`config.mk`:
```
export PLATFORM = sky130hd
export DESIGN_NAME = image_bank_reader_flat
export DESIGN_NICKNAME = d
export VERILOG_FILES = /design/src/rtl/image_bank_reader_if.sv /design/src/rtl/image_bank_reader.sv /design/src/flat_wrapper.sv
export SDC_FILE = /design/constraint.sdc
export NUM_CORES = 1
export LEC_CHECK = 0
export BUFFER_PORTS_ARGS = -buffer_cell sky130_fd_sc_hd__buf_2
export CORE_UTILIZATION = 25
export DETAILED_ROUTE_END_ITERATION = 8
export GPL_TIMING_DRIVEN = 0
export PLACE_DENSITY = 0.46
export SYNTH_ARGS = -nofsm -noshare
export SYNTH_HDL_FRONTEND = slang
export SYNTH_SLANG_ARGS = --single-unit
```
`constraint.sdc`:
```
create_clock -name clk -period 4.25 [get_ports clk]
set_clock_uncertainty 0.2 [all_clocks]
set_input_delay 0.425 -clock clk [delete_from_list [all_inputs] [get_ports clk]]
set_output_delay 0.425 -clock clk [all_outputs]
set_load 0.02 [all_outputs]
```
`src/rtl/image_bank_reader_if.sv`:
```
// Pixel-group stream from the bank reader to the conv engine.
// Master drives data/valid/last, slave returns ready.
interface image_bank_reader_if;
    logic [31:0] out_data;
    logic        out_valid;
    logic        out_ready;
    logic        out_last;

    modport master (output out_data, output out_valid, output out_last, input out_ready);
    modport slave  (input out_data, input out_valid, input out_last, output out_ready);
endinterface

```
`src/rtl/image_bank_reader.sv`:
```
// Read-side master for the four 8-bit image banks: walks an address range,
// absorbs the bank read latency in a small FIFO and streams 32-bit groups.
module image_bank_reader #(
    parameter int ADDR_W     = 14,
    parameter int RD_LAT     = 1,
    parameter int FIFO_DEPTH = 4
) (
    input  logic              clk,
    input  logic              reset,
    input  logic              start,
    input  logic [ADDR_W-1:0] base_addr,
    input  logic [ADDR_W:0]   len,
    output logic              busy,
    output logic              done,
    output logic [ADDR_W-1:0] ram_addr,
    output logic              ram_rden,
    input  logic [7:0]        read0,
    input  logic [7:0]        read1,
    input  logic [7:0]        read2,
    input  logic [7:0]        read3,
    image_bank_reader_if.master out_if
);

    localparam int PTR_W = $clog2(FIFO_DEPTH);
    localparam int CNT_W = PTR_W + 1;
    localparam int OCC_W = CNT_W + 1;
    localparam logic [OCC_W-1:0] DEPTH_OCC = OCC_W'(FIFO_DEPTH);
    localparam logic [CNT_W-1:0] DEPTH_CNT = CNT_W'(FIFO_DEPTH);

    typedef enum logic [1:0] {IDLE, RUN, DRAIN, DONE} state_t;

    state_t              state_q, state_d;
    logic [ADDR_W-1:0]   addr_cnt_q, addr_cnt_d;
    logic [ADDR_W:0]     remaining_q, remaining_d;
    logic [RD_LAT-1:0]   rd_vld_q, rd_vld_d;
    logic [RD_LAT-1:0]   rd_last_q, rd_last_d;
    logic [PTR_W-1:0]    wr_ptr_q, wr_ptr_d;
    logic [PTR_W-1:0]    rd_ptr_q, rd_ptr_d;
    logic [CNT_W-1:0]    count_q, count_d;
    logic [32:0]         mem_q [FIFO_DEPTH];

    logic                issue;
    logic                issue_last;
    logic                push;
    logic                pop;
    logic                fifo_nonempty;
    logic [OCC_W-1:0]    occ;

    function automatic logic [OCC_W-1:0] popcnt(input logic [RD_LAT-1:0] v);
        logic [OCC_W-1:0] n;
        n = '0;
        for (int i = 0; i < RD_LAT; i++) n = n + {{(OCC_W-1){1'b0}}, v[i]};
        return n;
    endfunction

    assign fifo_nonempty = (count_q != '0);
    assign push          = rd_vld_q[RD_LAT-1];
    assign pop           = fifo_nonempty && out_if.out_ready;
    // Reads already in the bank pipe count against FIFO space so nothing can overflow.
    assign occ           = {1'b0, count_q} + popcnt(rd_vld_q);

    always_comb begin
        state_d     = state_q;
        addr_cnt_d  = addr_cnt_q;
        remaining_d = remaining_q;
        issue       = 1'b0;
        issue_last  = 1'b0;
        case (state_q)
            IDLE: begin
                if (start) begin
                    if (len != '0) begin
                        state_d     = RUN;
                        addr_cnt_d  = base_addr;
                        remaining_d = len;
                    end else begin
                        state_d = DONE;
                    end
                end
            end
            RUN: begin
                if ((remaining_q != '0) && (occ < DEPTH_OCC)) begin
                    issue       = 1'b1;
                    addr_cnt_d  = addr_cnt_q + ADDR_W'(1);
                    remaining_d = remaining_q - (ADDR_W+1)'(1);
                    if (remaining_q == (ADDR_W+1)'(1)) begin
                        issue_last = 1'b1;
                        state_d    = DRAIN;
                    end
                end
            end
            DRAIN: begin
                if (pop && mem_q[rd_ptr_q][32]) state_d = DONE;
            end
            DONE: state_d = IDLE;
            default: state_d = IDLE;
        endcase
    end

    always_comb begin
        rd_vld_d     = rd_vld_q;
        rd_last_d    = rd_last_q;
        rd_vld_d[0]  = issue;
        rd_last_d[0] = issue_last;
        for (int i = 1; i < RD_LAT; i++) begin
            rd_vld_d[i]  = rd_vld_q[i-1];
            rd_last_d[i] = rd_last_q[i-1];
        end
        wr_ptr_d = push ? wr_ptr_q + PTR_W'(1) : wr_ptr_q;
        rd_ptr_d = pop  ? rd_ptr_q + PTR_W'(1) : rd_ptr_q;
        count_d  = count_q + CNT_W'(push) - CNT_W'(pop);
    end

    always_ff @(posedge clk) begin
        if (!reset) begin
            state_q     <= IDLE;
            addr_cnt_q  <= '0;
            remaining_q <= '0;
            rd_vld_q    <= '0;
            rd_last_q   <= '0;
            wr_ptr_q    <= '0;
            rd_ptr_q    <= '0;
            count_q     <= '0;
        end else begin
            state_q     <= state_d;
            addr_cnt_q  <= addr_cnt_d;
            remaining_q <= remaining_d;
            rd_vld_q    <= rd_vld_d;
            rd_last_q   <= rd_last_d;
            wr_ptr_q    <= wr_ptr_d;
            rd_ptr_q    <= rd_ptr_d;
            count_q     <= count_d;
        end
    end

    // Bank q is valid exactly when the pipe tail is set, so capture it then.
    always_ff @(posedge clk) begin
        if (push) mem_q[wr_ptr_q] <= {rd_last_q[RD_LAT-1], read3, read2, read1, read0};
    end

    assign ram_rden         = issue;
    assign ram_addr         = addr_cnt_q;
    assign busy             = (state_q != IDLE);
    assign done             = (state_q == DONE);
    assign out_if.out_valid = fifo_nonempty;
    assign out_if.out_data  = fifo_nonempty ? mem_q[rd_ptr_q][31:0] : 32'h0;
    assign out_if.out_last  = fifo_nonempty ? mem_q[rd_ptr_q][32] : 1'b0;

    a_no_overflow: assert property (@(posedge clk) disable iff (!reset)
        !(push && !pop && (count_q == DEPTH_CNT)));

endmodule
```
`src/flat_wrapper.sv`:
```
// flat-port wrapper written by rule: the top's interface ports become plain ports
module image_bank_reader_flat 
#(
    parameter int ADDR_W     = 14,
    parameter int RD_LAT     = 1,
    parameter int FIFO_DEPTH = 4
)
  (clk, reset, start, base_addr, len, busy, done, ram_addr, ram_rden, read0, read1, read2, read3, out_if_out_data, out_if_out_valid, out_if_out_last, out_if_out_ready);
  image_bank_reader_if out_if_i ();
  input  logic clk;
  input  logic reset;
  input  logic start;
  input  logic [ADDR_W-1:0] base_addr;
  input  logic [ADDR_W:0] len;
  output logic busy;
  output logic done;
  output logic [ADDR_W-1:0] ram_addr;
  output logic ram_rden;
  input  logic [7:0] read0;
  input  logic [7:0] read1;
  input  logic [7:0] read2;
  input  logic [7:0] read3;
  output wire logic [$bits(out_if_i.out_data)-1:0] out_if_out_data;
  output wire logic [$bits(out_if_i.out_valid)-1:0] out_if_out_valid;
  output wire logic [$bits(out_if_i.out_last)-1:0] out_if_out_last;
  input wire logic [$bits(out_if_i.out_ready)-1:0] out_if_out_ready;
  assign out_if_out_data = out_if_i.out_data;
  assign out_if_out_valid = out_if_i.out_valid;
  assign out_if_out_last = out_if_i.out_last;
  assign out_if_i.out_ready = out_if_out_ready;
  image_bank_reader #(.ADDR_W(ADDR_W), .RD_LAT(RD_LAT), .FIFO_DEPTH(FIFO_DEPTH)) u_core (.clk(clk), .reset(reset), .start(start), .base_addr(base_addr), .len(len), .busy(busy), .done(done), .ram_addr(ram_addr), .ram_rden(ram_rden), .read0(read0), .read1(read1), .read2(read2), .read3(read3), .out_if(out_if_i));
endmodule
```
; After elaboration in Yosys (flattened, before gate mapping)
; Memories as Yosys holds them, arrays and structs flattened. A register that Yosys moved wholly into a read port is not among the register bits.
; Index checks and enable logic that the tools add are counted.
[op_classes]
addsub = 7
order_cmp = 1
eq_ne = 9
muxes = 23
n_reduce_logical = 12
[op_table]
columns = cell, count
row1 = two-way mux 15 bit, 3
row2 = two-way mux 14 bit, 3
row3 = two-way mux 32 bit, 1
row4 = case mux 15 bit (2 select lines), 1
row5 = nonzero test 15 bit, 2
row6 = case mux 14 bit (2 select lines), 1
row7 = "== test 15 x 1 -> 1 bit, second input constant", 1
row8 = "subtractor 15 x 1 -> 15 bit, second input constant", 1
row9 = "adder 14 x 1 -> 14 bit, second input constant", 1
row10 = two-way mux 2 bit, 7
row11 = "!= test 2 x 1 -> 1 bit, second input constant", 4
row12 = case mux 2 bit (4 select lines), 1
row13 = AND reduction 4 bit, 2
row14 = two-way mux 1 bit, 6
row15 = "adder 2 x 1 -> 2 bit, second input constant", 2
row16 = adder 3 x 1 -> 4 bit, 1
row17 = "== test 2 bit, second input constant", 2
row18 = "< comparator 4 x 3 -> 1 bit, second input constant", 1
row19 = nonzero test 2 bit, 2
row20 = adder 3 x 1 -> 3 bit, 1
row21 = logical AND 1 bit, 3
row22 = AND reduction 3 bit, 1
row23 = nonzero test 3 bit, 1
row24 = subtractor 3 x 1 -> 3 bit, 1
row25 = other kinds (3), 3
[word_totals]
regBits = 40
ramBits = 132
out_inout_bits = 51
word_cells = 61
mem_count = 1
[memory_table]
columns = memory, words, word_bits, read_ports, rd_clocked_by_memory_dff, write_ports, line_no
row1 = u_core.mem_q, 4, 33, 1, 1, 1, image_bank_reader.sv:40  ; logic [32:0] mem_q [FIFO_DEPTH];

; Longest topological paths before layout
; Gate-level depths: netlist of the first run.
[depth]
depth_word = 5
depth_mapped = 10

; Least setup slack after synthesis of the first run
; No wires, ideal clock.
[synth_timing]
kind = reg-to-output
from = register (tool-made name)
to = output out_if_out_data[10]
arrival_time_ns = 1.882
required_time_ns = 3.625
setup_slack_ns = 1.743
path_stages_with_launch = 5
n_path_buf = 2
path_cell_list = dfxtp_1 > clkbuf_1 > buf_1 > mux4_2 > and2_1
[synth_lines]
columns = item, line_no
row1 = end: declaration, flat_wrapper.sv:23  ; output wire logic [$bits(out_if_i.out_data)-1:0] out_if_out_data;

==> flow_metrics.tcl, run 1 <==
set metrics [dict create \
    status "finished, final reports clean" \
    netlist_area_sq_mm 0.00774 \
    cts_sinks 174 \
    vias 5146 \
    grtUsageTotal_pct 12.9 \
    insertion_delay_ns 0.42 \
    clockBufferDepth 2 \
    final_cells 1104 \
    synthFlopType "edfxtp_1" \
    rows 64 \
    io_buffers 114 \
    syn_nets 628 \
    syn2layout_area_growth_pct 23.7 \
    io_pins 116 \
    worst_path_max_delay_cell "buf_1" \
    reg2reg_slack_ns 1.52 \
    maxCapViolCount 0 \
    fin_util_pct 31.4 \
    post-route-period-util_pct 79.5 \
    grt_pass1_vias 5277 \
    core_sq_mm 0.0305 \
    die_h_um 178 \
    cts_buffers 17 \
    period_needed_ns 3.38 \
    synth_edf_count 132 \
    grt_max_degree 24 \
    synth_top_area_cell "edfxtp_1" \
    synth_area_leaders "edfxtp_1, dfxtp_1, mux4_2" \
    clkSlewWorstSetupHoldPaths_ns 0.07 \
    grt_pass1_wl_mm 30.5 \
    crit_path_end_kind "primary output" \
    finalMaxSlewViolations 0 \
    cp_max_fo 10 \
    stdcell_area_sq_mm 0.00957 \
    hold_class "primary input to register" \
    ant_nets 0 \
    nFillCells 3102 \
    multi_input_area_sq_mm 0.00266 \
    hpwl_mm 13.3 \
    wl_per_cell_um 17.8 \
    routed_wl_mm 19.7 \
    finalSetupTns_ns 0 \
    cts_htree_levels 4 \
    gp_congestion 0.828 \
    r2r_cells 10 \
    powerDensity_mw_per_mm2 674 \
    cts_root_buf "clkbuf_16" \
    synthDistinctLibCells 62 \
    start_util_pct 25.4 \
    synthCells 547 \
    crit_type "register to primary output" \
    min_to "u_core.mem_q[1][21]" \
    maxSlewHeadroom_pct 23.5 \
    antennaDiodeCount 0 \
    r2r-start "u_core.count_q[0]" \
    worst_ep_required_time_ns 3.62 \
    synth-seq-cells 174 \
    synth_area_per_cell_sq_um 14.1 \
    synth_seq_area_share_pct 62.1 \
    overflow 0 \
    slowest_delay_ns 0.74 \
    dp_cells 1061 \
    power.leakage_nw 3.34 \
    drt_iter0_drc 291 \
    drt_pass1_iterations 4 \
    die_area_sq_mm 0.0317 \
    fmax_mhz 296 \
    power_w 0.00645 \
    tightest_slew_ns 1.14 \
    drt-vias-per-instance 4.66 \
    hold_viol 0 \
    r2r-end "u_core.count_q[2]" \
    synth_top_area_share_pct 51.2 \
    worst-endpoint-arrival_ns 2.75 \
    rsz0062_at_grt "no" \
    regArea_sq_mm 0.00480 \
    fin_nets 776 \
    yosysWarningCount 0 \
    vdd_drop_max_mv 0.304 \
    placed_area_sq_mm 0.00889 \
    drive_gt1_share_pct 30.1 \
    setup_viol 0 \
    holdPathStages 1 \
    holdCritStartpoint "read2[5]" \
    cts_tree "built" \
    grt_antenna_before_repair 0 \
    crit_chain "clkbuf_1, buf_1, mux4_2, and2_1, buf_2" \
    synth-async-reset-ratio_pct 0 \
    drc_errors 0 \
    worstSetupStartpointType "register" \
    die_x_um 178 \
]
## how the worst max path moves through the flow
stage	to	slack, ns
floorplan	out_if_out_data[10]	1.74
global placement	out_if_out_data[22]	1.18
detailed placement	out_if_out_data[22]	1.19
CTS	out_if_out_data[22]	0.72
global route	out_if_out_data[22]	0.56
finish	out_if_out_data[10]	0.87
## kinds of logic after synthesis
kind of cell               synth area share (%)
and+or+nand+nor                            11.8
adders and majority gates                  2.68
buffers and inverters                      3.54
DFF                                        62.1
muxes                                      10.1
xor gates and xnor gates                  0.453
AOI/OAI and AO/OA                          9.27
## power breakdown
group / switching [W] / leakage (nW) / internal, W / total (W)
logic: 0.00165 / 1.52 / 0.00104 / 0.00269
clock network: 0.000725 / 0.279 / 0.000782 / 0.00151
registers: 0.000181 / 1.54 / 0.00207 / 0.00225
total: 0.00256 / 3.34 / 0.00389 / 0.00645
## synth_stat cells, types with 5 or more instances
cell type / instances
edfxtp_1: 132
and2_1: 39
o31ai_1: 12
o311ai_1: 7
buf_1: 5
inv_1: 16
clkbuf_1: 22
o22ai_1: 5
nor2_1: 22
nand3_1: 8
a21oi_1: 11
ha_1: 15
o32ai_1: 7
nor3_1: 16
dfxtp_1: 42
a211oi_1: 15
mux4_2: 33
nand2_1: 31
o21ai_0: 10
nor4_1: 11
nor2b_1: 10
## critical path, delay by kind of cell, from the launching register on
family | cells | cell delay, ns
buf+inv | 3 | 1.27
mux | 1 | 0.60
simple gates | 1 | 0.17
flops | 1 | 0.31
## state kept, by name (all words and copies together), names as in the netlist, named ones only
signal,count
u_core.count_q,3
u_core.mem_q,132
u_core.push,1
u_core.ram_addr,14
u_core.rd_last_q,1
u_core.rd_ptr_q,2
u_core.remaining_q,15
u_core.state_q,2
u_core.wr_ptr_q,2
## placed cells by master, fill, tap and decap left out, drive strengths merged, types with 12 or more instances in the layout
cell | Yosys | layout
edfxtp | 132 | 132
buf | 12 | 130
clkbuf | 25 | 43
dfxtp | 42 | 42
and2 | 39 | 39
mux4 | 33 | 33
nand2 | 31 | 31
inv | 18 | 25
nor2 | 22 | 22
nor3 | 16 | 16
a211oi | 15 | 15
ha | 15 | 15
o31ai | 13 | 13
nor4 | 12 | 12
o21ai | 12 | 12
## repair_timing
action,in CTS,in global routing
hold buffers,10,1
resized for setup,0,0
setup buffers,0,0
hold endpoints to repair,36,3
## layout make-up
type,instances,area share [%]
multi-input cells,318,27.8
plain buffers,37,2.16
repair buffers,129,7.95
clock inverters,14,1.46
inverters,18,0.706
clock buffers,18,4.49
well taps,396,5.18
flip-flops and latches,174,50.2
## metal layers
| layer | up-vias | global-route usage [%] | share of wire, % |
|---|---|---|---|
| met3 | 7 | 3.36 | 6.3 |
| met5 | - | 0 | 0 |
| li1 | 2428 | - | - |
| met4 | 0 | 1.99 | 0.36 |
| met2 | 169 | 21.7 | 48 |
| met1 | 2542 | 16.8 | 46 |
## per-stage QoR
stage / setup slack (ns) / hold slack [ns]
2_1_floorplan: 1.74 / 0.238
3_3_place_gp: 1.18 / 0.253
3_5_place_dp: 1.19 / 0.258
4_1_cts: 0.722 / 0.0000312
5_1_grt: 0.565 / 0.00481
6_report: 0.870 / 0.0265
Note: power is estimated with default switching activity, not from simulation.
==> run 2: changes to the inputs <==
==> constraint.sdc (replaced) <==
create_clock -name clk -period 3.3 [get_ports clk]
set_clock_uncertainty 0.2 [all_clocks]
set_input_delay 0.33 -clock clk [delete_from_list [all_inputs] [get_ports clk]]
set_output_delay 0.33 -clock clk [all_outputs]
set_load 0.02 [all_outputs]
==> run 2 against run 1 <==
Hold slack better by 0.014 ns. Sequential share of layout area down 1.2 points. First-iteration DRC count down 1.0%. Sequential power up 29%. Setup slack worse by 0.64 ns. Power up 29%. Cell area up 2.5%. Non-clock buffer count up 22. Critical path depth unchanged. Sequential cell count unchanged. Critical endpoint unchanged. Largest power group unchanged. Highest routed layer unchanged.
==> flow_metrics.tcl, run 2 (same netlist as run 1, synthesis figures left out) <==
set metrics [dict create \
    status "finished, final reports clean" \
    slowest_delay_ns 0.56 \
    grt_pass1_wl_mm 30.8 \
    r2r-start "u_core.count_q[1]" \
    cts_htree_levels 4 \
    start_util_pct 25.4 \
    cp_top_family "buffers and inverters" \
    grt_antenna_before_repair 0 \
    gp_congestion 0.828 \
    power_w 0.00834 \
    rsz0062_at_grt "no" \
    die_h_um 178 \
    stdcell_area_sq_mm 0.00981 \
    cp_max_fo 10 \
    cts_tree "built" \
    setup_viol 0 \
    hold_class "primary input to register" \
    worst_ep_required_time_ns 2.77 \
    combPwrFrac_pct 42.0 \
    drt_pass1_iterations 5 \
    wl_per_cell_um 17.6 \
    crit_type "register to primary output" \
    pre_cts_slack_ns 0.331 \
    holdCritStartpoint "reset" \
    post-route-period-util_pct 93.2 \
    antennaDiodeCount 0 \
    grt_pass1_vias 5376 \
    io_pins 116 \
    worst_path_max_delay_cell "mux4_2" \
    tightest_slew_ns 1.16 \
    switching_power_w 0.00330 \
    top_register "u_core.mem_q" \
    die_x_um 178 \
    die_area_sq_mm 0.0317 \
    overflow 0 \
    cts_sinks 174 \
    largest_reg_flops 132 \
    cts_buffers 17 \
    final_cell_mix "edfxtp_1, buf_2, dfxtp_1" \
    powerDensity_mw_per_mm2 850 \
    grtUsageTotal_pct 12.9 \
    hold_viol 0 \
    fmax_mhz 325 \
    grt_max_degree 24 \
    final_cells 1126 \
    insertion_delay_ns 0.43 \
    fin_nets 798 \
    ant_nets 0 \
    hpwl_mm 13.3 \
    sequentialPowerShare_pct 34.8 \
    final_common_cell "edfxtp_1" \
    crit_chain "clkbuf_1, clkdlybuf4s15_2, mux4_2, and2_1, buf_2" \
    drive_gt1_share_pct 29.6 \
    worst-endpoint-arrival_ns 2.54 \
    power.leakage_nw 3.44 \
    finalSetupTns_ns 0 \
    drt-vias-per-instance 4.64 \
    path_buf_inv 3 \
    power.share.clock_pct 23.3 \
    drc_errors 0 \
    period_needed_ns 3.07 \
    maxSlewHeadroom_pct 21.8 \
    vias 5222 \
    rows 64 \
    internal-power_w 0.00504 \
    maxCapViolCount 0 \
    vdd_drop_max_mv 0.393 \
    p_sw_share_pct 39.6 \
    setup_slack_ns 0.226 \
    drt_iter0_drc 288 \
    routed_wl_mm 19.8 \
    core_sq_mm 0.0305 \
    clockBufferDepth 2 \
    finalMaxSlewViolations 0 \
    placed_area_sq_mm 0.00889 \
    dp_cells 1061 \
    syn2layout_area_growth_pct 26.8 \
    io_buffers 114 \
    worstSetupStartpointType "register" \
    clkSlewWorstSetupHoldPaths_ns 0.08 \
    cts_root_buf "clkbuf_16" \
    crit_path_end_kind "primary output" \
]
-- run 2: changes by cell type in the layout (fill, tap and decap cells not counted) --
| cell | change |
|---|---|
| buf_1 | -3 |
| dlygate4sd3_1 | +22 |
| clkdlybuf4s15_2 | +3 |
-- run 2: timing repair --
item | CTS | global route
gates resized for setup | 6 | 0
hold endpoints to repair | 129 | 0
setup endpoints to repair | 30 | 0
buffers inserted | 0 | 0
hold buffers | 33 | 0
-- run 2: routing by layer --
metal	track usage (%)	up-vias	part of all wire, %
li1	-	2473	-
met1	16.8	2580	46
met2	21.9	162	48
met3	3.36	7	6.0
met4	1.99	0	0.36
met5	0	-	0
-- run 2: path summary, 6_finish.rpt --
path / end / slack, ns / cells past startpoint
setup / recovery: out_if_out_data[10] / 0.23 / 5
hold / removal: u_core.ram_addr[8] / 0.04 / 3
setup reg to reg: u_core.count_q[2] / 0.57 / 10
hold reg to reg: u_core.remaining_q[14] / 0.27 / 2
-- run 2: layout make-up --
class                      instances  area (sq um)
clock inverter                    14           140
clock buffer                      18           429
sequential                       174          4800
buffer                            37           229
fill                            3080         20700
multi-input combinational        318          2660
inverter                          18          67.6
tap                              396           495
timing repair buffer             151           981
-- run 2: power by group through the flow --
stage | combinational [W] | clock, W | sequential (W)
after floorplan | 0.00233 | 0 | 0.00295
after detailed placement | 0.00350 | 0 | 0.00294
after global placement | 0.00348 | 0 | 0.00296
after CTS | 0.00355 | 0.00201 | 0.00290
after global routing | 0.00384 | 0.00208 | 0.00294
final | 0.00350 | 0.00194 | 0.00290
-- run 2: worst min-delay path, stage by stage --
cell      delay, ns
clkbuf_8       0.15
o21ai_0        0.08
o22ai_1        0.07
-- run 2: metrics by stage --
step                      hold slack [ns]  util, %
final                              0.0404     32.2
after global routing               0.0501     32.2
after CTS                          0.0165     32.2
after detailed placement            0.258     29.1
after global placement              0.253     28.9
after floorplan                     0.229        -
